## config.mk

```make
export PLATFORM = sky130hd
export DESIGN_NAME = bcd_convert_sched
export DESIGN_NICKNAME = d
export VERILOG_FILES = /design/src/rtl/calc_pkg.sv /design/src/rtl/dabble_step.sv /design/src/rtl/bcd_convert_sched.sv
export SDC_FILE = /design/constraint.sdc
export NUM_CORES = 1
export LEC_CHECK = 0
export CORE_MARGIN = 3
export CORE_UTILIZATION = 40
export DETAILED_ROUTE_END_ITERATION = 7
export PLACE_DENSITY_LB_ADDON = 0.3
export SYNTH_ARGS = -nofsm -noshare
export SYNTH_HDL_FRONTEND = slang
export SYNTH_SLANG_ARGS = --single-unit
```

## constraint.sdc

```tcl
create_clock -name clk -period 2.35 [get_ports clk]
set_input_delay 0.47 -clock clk [delete_from_list [all_inputs] [get_ports clk]]
set_output_delay 0.47 -clock clk [all_outputs]
set_load 0.1 [all_outputs]
```

## src/rtl/calc_pkg.sv

```systemverilog
// Shared constants and FSM state type for the BCD conversion engine.
package calc_pkg;
  localparam int BIN_W  = 54;
  localparam int DIGITS = 16;
  localparam int CNT_W  = 6;

  // Operands at or above this value do not fit in DIGITS decimal digits.
  localparam logic [53:0] TEN_POW_16 = 54'h2386F26FC10000;

  typedef enum logic [1:0] {IDLE, SHIFT, DONE} state_t;
endpackage

```

## src/rtl/dabble_step.sv

```systemverilog
// One double-dabble iteration: add 3 to every nibble above 4, then shift
// {scratch, operand} left by one bit.
module dabble_step
  import calc_pkg::*;
#(
  parameter int BIN_W  = calc_pkg::BIN_W,
  parameter int DIGITS = calc_pkg::DIGITS
) (
  input  logic [4*DIGITS-1:0] scratch,
  input  logic [BIN_W-1:0]    operand,
  output logic [4*DIGITS-1:0] scratch_next,
  output logic [BIN_W-1:0]    operand_next
);
  logic [DIGITS-1:0][3:0] adj;
  logic [4*DIGITS-1:0]    adj_flat;

  // Per-nibble correction; a nibble is at most 9 here, so +3 never wraps.
  for (genvar d = 0; d < DIGITS; d++) begin : g_nib
    assign adj[d] = (scratch[4*d +: 4] > 4'd4) ? scratch[4*d +: 4] + 4'd3
                                               : scratch[4*d +: 4];
  end

  assign adj_flat     = adj;
  assign scratch_next = {adj_flat[4*DIGITS-2:0], operand[BIN_W-1]};
  assign operand_next = {operand[BIN_W-2:0], 1'b0};
endmodule

```

## src/rtl/bcd_convert_sched.sv

```systemverilog
// Two-requester, round-robin scheduled binary-to-BCD converter. One
// dabble_step datapath is reused for BIN_W cycles per conversion.
module bcd_convert_sched
  import calc_pkg::*;
#(
  parameter int BIN_W  = calc_pkg::BIN_W,
  parameter int DIGITS = calc_pkg::DIGITS,
  parameter int CNT_W  = calc_pkg::CNT_W
) (
  input  logic                clk,
  input  logic                reset_p,
  input  logic [1:0]          req,
  input  logic [BIN_W-1:0]    bin0,
  input  logic [BIN_W-1:0]    bin1,
  output logic                busy,
  output logic                grant_id,
  output logic                done,
  output logic                done_id,
  output logic [4*DIGITS-1:0] bcd,
  output logic [4:0]          n_digits,
  output logic                ovf
);
  localparam logic [CNT_W-1:0] LAST = CNT_W'(BIN_W - 1);

  state_t              state, nstate;
  logic [BIN_W-1:0]    opnd, opnd_nx, win_op;
  logic [4*DIGITS-1:0] scratch, scratch_nx;
  logic [CNT_W-1:0]    cnt;
  logic                ovf_next;
  logic                prio;      // requester favoured on a tie
  logic                win;
  logic [4:0]          nd_nx;

  dabble_step #(.BIN_W(BIN_W), .DIGITS(DIGITS)) u_step (
    .scratch      (scratch),
    .operand      (opnd),
    .scratch_next (scratch_nx),
    .operand_next (opnd_nx)
  );

  // Round-robin pick: a lone requester wins, a tie goes to prio.
  always_comb begin
    win = 1'b0;
    case (req)
      2'b10:   win = 1'b1;
      2'b11:   win = prio;
      default: win = 1'b0;
    endcase
    win_op = win ? bin1 : bin0;
  end

  // Significant digits of the final scratch value (0 reports 1).
  always_comb begin
    nd_nx = 5'd1;
    for (int i = 0; i < DIGITS; i++)
      if (scratch_nx[4*i +: 4] != 4'd0) nd_nx = 5'(i + 1);
  end

  // Next-state logic.
  always_comb begin
    nstate = state;
    case (state)
      IDLE:    if (|req) nstate = SHIFT;
      SHIFT:   if (cnt == LAST) nstate = DONE;
      DONE:    nstate = IDLE;
      default: nstate = IDLE;
    endcase
  end

  // State register.
  always_ff @(posedge clk) begin
    if (reset_p) state <= IDLE;
    else         state <= nstate;
  end

  // Datapath: capture on grant, shift in SHIFT, publish result entering DONE.
  always_ff @(posedge clk) begin
    if (reset_p) begin
      opnd     <= '0;
      scratch  <= '0;
      cnt      <= '0;
      ovf_next <= 1'b0;
      grant_id <= 1'b0;
      prio     <= 1'b0;
      bcd      <= '0;
      n_digits <= 5'd1;
      ovf      <= 1'b0;
      done_id  <= 1'b0;
    end else begin
      case (state)
        IDLE: if (|req) begin
          opnd     <= win_op;
          scratch  <= '0;
          cnt      <= '0;
          ovf_next <= (win_op >= TEN_POW_16);
          grant_id <= win;
          prio     <= ~win;
        end
        SHIFT: begin
          opnd    <= opnd_nx;
          scratch <= scratch_nx;
          cnt     <= cnt + 1'b1;
          if (cnt == LAST) begin
            bcd      <= ovf_next ? '0 : scratch_nx;
            ovf      <= ovf_next;
            n_digits <= ovf_next ? 5'(DIGITS) : nd_nx;
            done_id  <= grant_id;
          end
        end
        default: ;
      endcase
    end
  end

  assign busy = (state != IDLE);
  assign done = (state == DONE);
endmodule

```

==> reports/qor.yml, run 1 <==
placed_design:
  dpl.hpwl_mm: 20.2
  post_dp_cell_area_mm2: 0.0125
  placement.io_buffers: 185
  gp_congestion: 0.877
final_layout:
  antenna_cells: 0
  final_layout_size_suffix_gt1_share_pct: 13.1
  syn_to_final_growth_pct: 27.7
  postLayoutCellArea_mm2: 0.0132
  final_nets: 1658
critical_path:
  crit_path_start_kind: "flip-flop"
  worstPathCellList: "inv_1, ha_4, nor2b_2, or4_4, a2111oi_4, nand2_2, a2111oi_4, o41ai_2, a21oi_1"
  worstRegToRegCells: 9
  worst_ep_required_time_ns: 2.71
  end_kind: "flip-flop"
  critical_path_peak_fanout: 5
  r2r-start: "scratch[32]"
  critPathSlowestCell: "sky130_fd_sc_hd__or4_4"
  ff2ff_setup_slack_ns: 0.12
  worst-setup-path-type: "flip-flop to flip-flop"
  cp.arrival_ns: 2.59
  critical-path-max-stage-delay_ns: 0.43
  crit_path_end: "n_digits[2]"
  worst_reg2reg_endpoint: "n_digits[2]"
  cpMostUsedCell: "sky130_fd_sc_hd__a2111oi_4"
  timing.critical_path.from: "scratch[32]"
global_routing:
  grt_overflow_total: 0
  grt_pass1_vias: 9761
  grt_antenna_before_repair: 0
  grt_max_degree: 75
  grt_use_total_pct: 20.4
  grt_pass1_wl_mm: 48.0
yosys:
  synth-edff-count: 0
  synth_async_sr_flop_share_pct: 0
  postSynthRegisterBits: 200
  synth.most_common_cell: "sky130_fd_sc_hd__nor2_1"
  ys_dominant_reg_cell: "sky130_fd_sc_hd__dfxtp_1"
  ys_types: 64
  synth_area_mm2: 0.0103
  synth_warnings: 0
  synth.top_cell.area_share_pct: 38.7
  synth.area.top_cells: "sky130_fd_sc_hd__dfxtp_1 39%, sky130_fd_sc_hd__a21oi_1 9.6%, sky130_fd_sc_hd__nor2_1 8.0%"
  synthCells: 1380
  yosysSeqAreaShare_pct: 38.7
  netlist.top_cell.by_area: "sky130_fd_sc_hd__dfxtp_1"
  netlist_top_cells_count: "220 x sky130_fd_sc_hd__nor2_1, 200 x sky130_fd_sc_hd__dfxtp_1, 198 x sky130_fd_sc_hd__a21oi_1"
  syn_area_cell_um2: 7.50
  syn_nets: 1514
pwr:
  irDropWorstVdd_mv: 0.503
  power.density_mw_per_mm2: 576
  leakage_nw: 4.95
run:
  max_cap_violations: 0
sta:
  worst_slack_on_hold_paths_ns: 0.402
  worst_relative_slew_slack_pct: 50.7
  max_freq_ghz: 0.448
  setup_violations: 0
  final.setup_skew_ns: 0.00926
  min_period_ns: 2.23
  ratio_of_final_minimum_period_to_clock_period_pct: 95.1
  least_margin_pin_slew_ns: 0.739
  slew_violations: 0
  hold_viol_final: 0
floorplan:
  core_box_area_mm2: 0.0253
  die_height_um: 167
  design.portCount: 186
  initial_utilization_pct: 40.9
  dieArea_mm2: 0.0278
  die_w_um: 167
  row_count: 58
route:
  ant_nets: 0
  first_pass_iters: 5
  met3_length_mm: 1.91
  initialDrtViolationCount: 793
  drc_errors: 0
  route.detailed.wl_per_inst_um: 15.6
  highest_layer: "met4"
  met1Wirelength_mm: 13.5
  num_vias: 10200
  routed_wirelength_mm: 29.2
  drt-vias-per-instance: 5.47
  detailroute.wirelength.met2_mm: 13.3
clock_network:
  cts.reportedPaths.clkPinSlew_ns: 0.07
  clockRootBuffer: "sky130_fd_sc_hd__clkbuf_16"
  cts-root-to-sink-buffers: 2
  cts_sinks: 200
  worstSkewPairLatency_ns: 0.43
  htree_num_levels: 4
  cts.hold.buffers_added: 0
  cts-buffers-inserted: 17
  cts_tree: "done"
status:
  status: "complete, no violations"
hold_path:
  hold_path.class: "primary input to flip-flop"
-- how the worst min path moves through the flow --
stage	depth (start not counted)	start	slack, ns	endpoint
finish	2	reset_p	0.40	opnd[9]
global route	2	reset_p	0.40	opnd[21]
detailed placement	2	n_digits[3]	0.47	n_digits[3]
floorplan	2	opnd[53]	0.44	scratch[0]
CTS	2	reset_p	0.39	opnd[6]
global placement	2	scratch[1]	0.47	scratch[1]
-- power breakdown --
part	switching, mW	total (mW)	internal [mW]
sequential	0.0735	3.56	3.48
clock	1.38	3.08	1.70
combinational	0.559	0.975	0.416
-- cell type report --
cell class | instances | area, um2
clock buffer | 17 | 425
sequential | 200 | 4010
timing repair buffer | 227 | 2100
clock inverter | 15 | 191
multi-input combinational | 1034 | 5910
inverter | 44 | 165
tap | 330 | 413
fill | 2450 | 12100
-- placed cells by master (no fill, tap or decap), types with 43 or more instances in the layout --
| cell type | netlist | layout |
|---|---|---|
| sky130_fd_sc_hd__nor2_1 | 220 | 219 |
| sky130_fd_sc_hd__a21oi_1 | 198 | 198 |
| sky130_fd_sc_hd__dfxtp_1 | 200 | 196 |
| sky130_fd_sc_hd__nand2_1 | 159 | 158 |
| sky130_fd_sc_hd__clkdlybuf4s50_1 | 0 | 110 |
| sky130_fd_sc_hd__buf_4 | 0 | 107 |
| sky130_fd_sc_hd__nand3_1 | 55 | 54 |
| sky130_fd_sc_hd__a221oi_1 | 52 | 52 |
| sky130_fd_sc_hd__nor3_1 | 49 | 48 |
| sky130_fd_sc_hd__inv_1 | 43 | 43 |
-- layer usage --
| layer | track usage, % | up-vias |
|---|---|---|
| li1 | - | 5166 |
| met1 | 27.7 | 4714 |
| met2 | 32.3 | 312 |
| met3 | 4.72 | 29 |
| met4 | 6.17 | 0 |
| met5 | 0 | - |
-- what timing repair did --
item                                    4_1_cts  5_1_grt
endpoints found under the setup margin        2        4
setup buffers                                 0        2
resized for setup                             2       22
pin swaps                                     0        6
-- sequential cells by signal, indices dropped and copies added (netlist names), 2 cells and up --
name and flops:
bcd 64, cnt 6, n_digits 5, opnd 54
scratch 64, state 2
-- critical path: cells and delay by family, from the launching register on --
kind | cells | cell delay [ns]
buffers and inverters | 1 | 0.15
adder cells (fa/ha/maj) | 1 | 0.18
flip-flops | 1 | 0.35
AO/OA/AOI/OAI | 4 | 0.86
AND/OR/NAND/NOR | 3 | 0.61
-- cells by family (layout without fill, tap and decap cells) --
family | count (synthesis) | count (layout) | share of synthesized area (%)
compound gates | 361 | 361 | 21.8
flops | 200 | 200 | 38.7
mux | 22 | 22 | 2.19
buf+inv | 146 | 303 | 5.50
fa+ha+maj | 22 | 22 | 2.66
simple gates | 615 | 615 | 27.9
xor+xnor | 14 | 14 | 1.19
-- through the flow --
step	instances	setup TNS (ns)	power, mW	setup slack [ns]	util (%)
after floorplan	1380	0	4.15	0.194	-
after global placement	1833	-0.175	4.60	-0.175	49.3
after detailed placement	1833	-0.228	4.60	-0.228	49.3
after CTS	1865	0	7.69	0.0443	51.7
after global routing	1867	-0.0423	7.95	-0.0423	52.2
final	1867	0	7.61	0.116	52.2
No activity file was read; power rests on OpenSTA's default activity.
==> inputs of run 2 (changes only) <==
- clock period: 2.35 -> 2.1 ns (I/O delays scaled with it)
==> run 2 against run 1 <==
  * The flow now finishes with violations (setup timing)
  * Core utilization increased by 4.4 points
  * Register-to-register slack got worse by 0.14 ns
  * Power increased by 12%
  * Clock power increased by 8.4%
  * Die area unchanged
  * Setup slack got worse by 0.14 ns
  * Non-clock buffer count increased by 103
  * Final cell count increased by 5.5%
  * Sequential share of layout area decreased by 2.3 points
  * Fmax increased by 5.0%
  * Global-route usage increased by 0.94 points
  * Combinational power increased by 21%
  * Largest power group unchanged
==> reports/qor.yml, run 2 (synthesis results as in run 1) <==
final_layout:
  final_nets: 1761
  layout_top_registers: "bcd x64, scratch x64, opnd x54"
  final_layout_size_suffix_gt1_share_pct: 21.0
  num-fill-cells: 2308
  most_used_cells_in_the_layout_excluding_fill_and_tap_cells: "219 x sky130_fd_sc_hd__nor2_1, 197 x sky130_fd_sc_hd__buf_4, 195 x sky130_fd_sc_hd__a21oi_1, 189 x sky130_fd_sc_hd__dfxtp_1, 158 x sky130_fd_sc_hd__nand2_1"
  syn_to_final_growth_pct: 38.4
  leading_cell_type_in_the_layout_fill_and_taps_excluded: "sky130_fd_sc_hd__nor2_1"
  antenna_cells: 0
sta:
  hold_viol_final: 0
  final.setup_skew_ns: 0.0145
  final.setup.worst_slack_ns: -0.0286
  setup_repair_after_global_routing_missed_its_margin: "true"
  ratio_of_final_minimum_period_to_clock_period_pct: 101
  slew_violations: 0
  least_margin_pin_slew_ns: 0.502
  setup_violations: 2
  worst_relative_slew_slack_pct: 66.5
  max_freq_ghz: 0.470
  min_period_ns: 2.13
global_routing:
  grt_pass1_wl_mm: 50.4
  grt_use_total_pct: 21.3
  grt_pass1_vias: 10300
  grt_overflow_total: 0
  grt_max_degree: 79
  grt_antenna_before_repair: 0
placed_design:
  gp_congestion: 0.927
  placement.io_buffers: 185
  dpl.hpwl_mm: 21.5
  place_worst_setup_slack_ns: -0.435
critical_path:
  worstPathCellList: "inv_4, ha_4, buf_6, a41o_1, o221a_1, and2b_2, a2111oi_4, o41ai_2, a21oi_1"
  critical_path_peak_fanout: 3
  cpLargestDelayFamily: "compound AO/OA/AOI/OAI gates"
  crit_path_start_kind: "flip-flop"
  worst_ep_required_time_ns: 2.46
  worst-setup-path-type: "flip-flop to flip-flop"
  cp.arrival_ns: 2.49
  critical-path-max-stage-delay_ns: 0.37
  worst-path-buf-inv: 2
  critPathSlowestCell: "sky130_fd_sc_hd__a2111oi_4"
  end_kind: "flip-flop"
floorplan:
  core_box_area_mm2: 0.0253
  initial_utilization_pct: 40.9
  design.portCount: 186
  dieArea_mm2: 0.0278
  die_height_um: 167
  die_w_um: 167
  row_count: 58
status:
  failing_checks: "setup timing"
  status: "finished, violations left"
pwr:
  power.density_mw_per_mm2: 594
  leakage_nw: 5.52
  irDropWorstVdd_mv: 0.541
  report.power.total_mw: 8.50
clock_network:
  cts_sinks: 200
  clockRootBuffer: "sky130_fd_sc_hd__clkbuf_16"
  worstSkewPairLatency_ns: 0.43
  cts-root-to-sink-buffers: 2
  cts.reportedPaths.clkPinSlew_ns: 0.08
  htree_num_levels: 4
  cts-buffers-inserted: 17
  cts_tree: "done"
hold_path:
  hold_path.class: "primary input to flip-flop"
route:
  num_vias: 10700
  drt-vias-per-instance: 5.43
  initialDrtViolationCount: 654
  ant_nets: 0
  routed_wirelength_mm: 30.6
  first_pass_iters: 5
  route.detailed.wl_per_inst_um: 15.5
  drc_errors: 0
run:
  max_cap_violations: 0
-- run 2: path summary, 6_finish.rpt --
check                            startpoint     endpoint  slack, ns  depth (start not counted)
worst min-delay path                reset_p     opnd[27]       0.38                          2
worst max register to register  scratch[13]  n_digits[2]      -0.03                          9
worst min register to register  n_digits[3]  n_digits[3]       0.47                          2
worst max-delay path            scratch[13]  n_digits[2]      -0.03                          9
-- run 2: worst reg2reg max path, stage by stage (launching register included) --
cell                        delay, ns
sky130_fd_sc_hd__dfxtp_2         0.36
sky130_fd_sc_hd__inv_4           0.05
sky130_fd_sc_hd__ha_4            0.24
sky130_fd_sc_hd__buf_6           0.11
sky130_fd_sc_hd__a41o_1          0.18
sky130_fd_sc_hd__o221a_1         0.26
sky130_fd_sc_hd__and2b_2         0.26
sky130_fd_sc_hd__a2111oi_4       0.37
sky130_fd_sc_hd__o41ai_2         0.12
sky130_fd_sc_hd__a21oi_1         0.13
-- run 2: power by group --
group / total (mW) / switching, mW / internal (mW)
Sequential: 3.97 / 0.0791 / 3.90
Combinational: 1.18 / 0.652 / 0.532
Clock: 3.34 / 1.61 / 1.73
Total: 8.50 / 2.34 / 6.16
-- run 2: per-stage QoR --
| step | area [um2] | hold WS, ns | cells | utilization [%] | setup TNS [ns] |
|---|---|---|---|---|---|
| finish | 14300 | 0.376 | 1970 | 56.5 | -0.0351 |
| global route | 14300 | 0.390 | 1970 | 56.5 | -0.284 |
| CTS | 14200 | 0.371 | 1967 | 56.0 | 0 |
| detailed placement | 13400 | 0.459 | 1932 | 52.7 | -9.48 |
| global placement | 13400 | 0.452 | 1932 | 52.7 | -9.38 |
| floorplan | 10400 | 0.440 | 1380 | - | 0 |
-- run 2: area by class of cell --
cell class / instances / area [um2] / area share (%)
clock buffer: 18 / 439 / 3.07
clock inverter: 14 / 158 / 1.10
inverter: 44 / 173 / 1.21
multi-input combinational: 1034 / 6110 / 42.7
sequential: 200 / 4020 / 28.1
tap: 330 / 413 / 2.88
timing repair buffer: 330 / 3010 / 21.0
-- run 2: metal layers --
layer	share of wire, %	vias to the layer above	wire, um	GRT usage, %
met2	47	301	14400	35.8
met5	0	-	0	0
met4	1.5	0	465	5.60
met1	46	4992	14100	28.1
met3	5.4	30	1640	4.32
li1	-	5383	-	-
-- run 2: repair_timing --
action / 4_1_cts / 5_1_grt
hold buffers: 0 / 0
pin swaps: 17 / 15
hold endpoints to repair: 0 / 0
buffers inserted: 3 / 3
resized for setup: 43 / 36
endpoints found under the setup margin: 4 / 5
==> inputs of run 3 (changes only) <==
- CORE_MARGIN: 3 -> default
- CORE_UTILIZATION: 40 -> 30
==> run 3 against run 2 <==
  * Largest power group unchanged
  * Final cell count increased by 7.4%
  * Power fell by 0.19%
  * Sequential power hardly changed
  * Global-route usage fell by 3.9 points
  * Core utilization is 14 points lower
  * Worst hold slack worse by 0.066 ns
  * The flow still finishes with violations (setup timing)
==> reports/qor.yml, run 3 (synthesis results as in run 1) <==
critical_path:
  worst_ep_required_time_ns: 2.46
  crit_path_start_kind: "flip-flop"
  cp.arrival_ns: 2.52
  worst-setup-path-type: "flip-flop to flip-flop"
  critical_path_peak_fanout: 3
  end_kind: "flip-flop"
final_layout:
  most_used_cells_in_the_layout_excluding_fill_and_tap_cells: "233 x sky130_fd_sc_hd__buf_4, 218 x sky130_fd_sc_hd__nor2_1, 196 x sky130_fd_sc_hd__a21oi_1, 195 x sky130_fd_sc_hd__dfxtp_1, 158 x sky130_fd_sc_hd__nand2_1"
  leading_cell_type_in_the_layout_fill_and_taps_excluded: "sky130_fd_sc_hd__buf_4"
  utilization_pct: 42.9
  antenna_cells: 0
  layout_top_registers: "bcd x64, scratch x64, opnd x54"
  syn_to_final_growth_pct: 39.7
  final_layout_size_suffix_gt1_share_pct: 21.0
  final_nets: 1790
floorplan:
  initial_utilization_pct: 30.7
  die_height_um: 188
  core_box_area_mm2: 0.0337
  die_w_um: 188
  dieArea_mm2: 0.0352
  row_count: 67
  design.portCount: 186
hold_path:
  hold_path.class: "primary input to flip-flop"
sta:
  hold_viol_final: 0
  worst_relative_slew_slack_pct: 67.6
  min_period_ns: 2.16
  least_margin_pin_slew_ns: 0.479
  max_freq_ghz: 0.463
  final.setup.worst_slack_ns: -0.0582
  slew_violations: 0
  ratio_of_final_minimum_period_to_clock_period_pct: 103
  setup_violations: 1
  final.setup_skew_ns: 0.0166
  setup_repair_after_global_routing_missed_its_margin: "true"
pwr:
  irDropWorstVdd_mv: 0.359
  power.density_mw_per_mm2: 587
  report.power.total_mw: 8.48
  leakage_nw: 5.61
placed_design:
  dpl.hpwl_mm: 22.2
  placement.io_buffers: 185
  gp_congestion: 0.878
clock_network:
  worstSkewPairLatency_ns: 0.44
  clockRootBuffer: "sky130_fd_sc_hd__clkbuf_16"
  cts.reportedPaths.clkPinSlew_ns: 0.08
  cts_sinks: 200
  cts-root-to-sink-buffers: 2
  htree_num_levels: 4
  cts_tree: "done"
  cts-buffers-inserted: 17
status:
  failing_checks: "setup timing"
  status: "finished, violations left"
route:
  initialDrtViolationCount: 624
  first_pass_iters: 5
  ant_nets: 0
  routed_wirelength_mm: 30.9
  num_vias: 10700
  route.detailed.wl_per_inst_um: 14.6
  drc_errors: 0
  drt-vias-per-instance: 5.06
global_routing:
  grt_pass1_wl_mm: 50.4
  busiest_layer: "met2"
  grt_overflow_total: 0
  globalRouteMet2Util_pct: 29.1
  grtUsageMet1_pct: 22.6
  grt_util_met3_pct: 3.56
  grt_max_degree: 89
  grt_antenna_before_repair: 0
  grt_use_total_pct: 17.4
  grt_pass1_vias: 10100
run:
  max_cap_violations: 0
## run 3: final timing paths
kind / slack (ns) / depth (start not counted) / startpoint / end
hold reg to reg: 0.49 / 2 / bcd[18] / bcd[18]
setup reg to reg: -0.06 / 9 / scratch[13] / n_digits[2]
hold / removal: 0.31 / 2 / reset_p / opnd[28]
setup / recovery: -0.06 / 9 / scratch[13] / n_digits[2]
## run 3: routing by layer
metal | wire length [um] | vias up
met5 | 0 | -
met4 | 327 | 0
met3 | 1580 | 20
met2 | 14500 | 264
met1 | 14500 | 4998
li1 | - | 5427
## run 3: critical path: stages, from the launching register on
cell	delay, ns
sky130_fd_sc_hd__dfxtp_2	0.33
sky130_fd_sc_hd__inv_2	0.10
sky130_fd_sc_hd__ha_4	0.21
sky130_fd_sc_hd__buf_4	0.13
sky130_fd_sc_hd__a41o_1	0.22
sky130_fd_sc_hd__o221a_1	0.25
sky130_fd_sc_hd__and2b_2	0.24
sky130_fd_sc_hd__a2111oi_4	0.35
sky130_fd_sc_hd__o41ai_2	0.10
sky130_fd_sc_hd__a21oi_1	0.15
## run 3: through the flow
stage          setup WS [ns]  hold WS (ns)  area [um2]  instances  setup TNS, ns
2_1_floorplan        0.00634         0.440       10400       1380              0
3_3_place_gp          -0.365         0.468       13600       2078          -6.47
3_5_place_dp          -0.363         0.476       13600       2078          -6.50
4_1_cts              -0.0443         0.304       14300       2110        -0.0473
5_1_grt               -0.144         0.292       14500       2116         -0.235
6_report             -0.0582         0.311       14500       2116        -0.0582
## run 3: what timing repair did
action / CTS / global route
setup buffers: 1 / 6
hold buffers: 0 / 0
pin swaps: 9 / 9
cloned: 0 / 0
endpoints found under the setup margin: 3 / 9
gates resized for setup: 22 / 22
## run 3: area by class of cell
class                   count  area (um2)
flip-flops and latches    200        4010
well taps                 448         561
clock buffers              19         453
fillers                  3443       19200
clock inverters            12         135
inverters                  44         168
multi-input cells        1034        5970
repair buffers            359        3150
## run 3: power breakdown
group	total [mW]	internal [mW]	switching [mW]	leakage, nW
registers	3.98	3.90	0.0775	1.62
logic	1.19	0.533	0.657	3.71
clock network	3.32	1.74	1.58	0.279
total	8.48	6.17	2.31	5.61
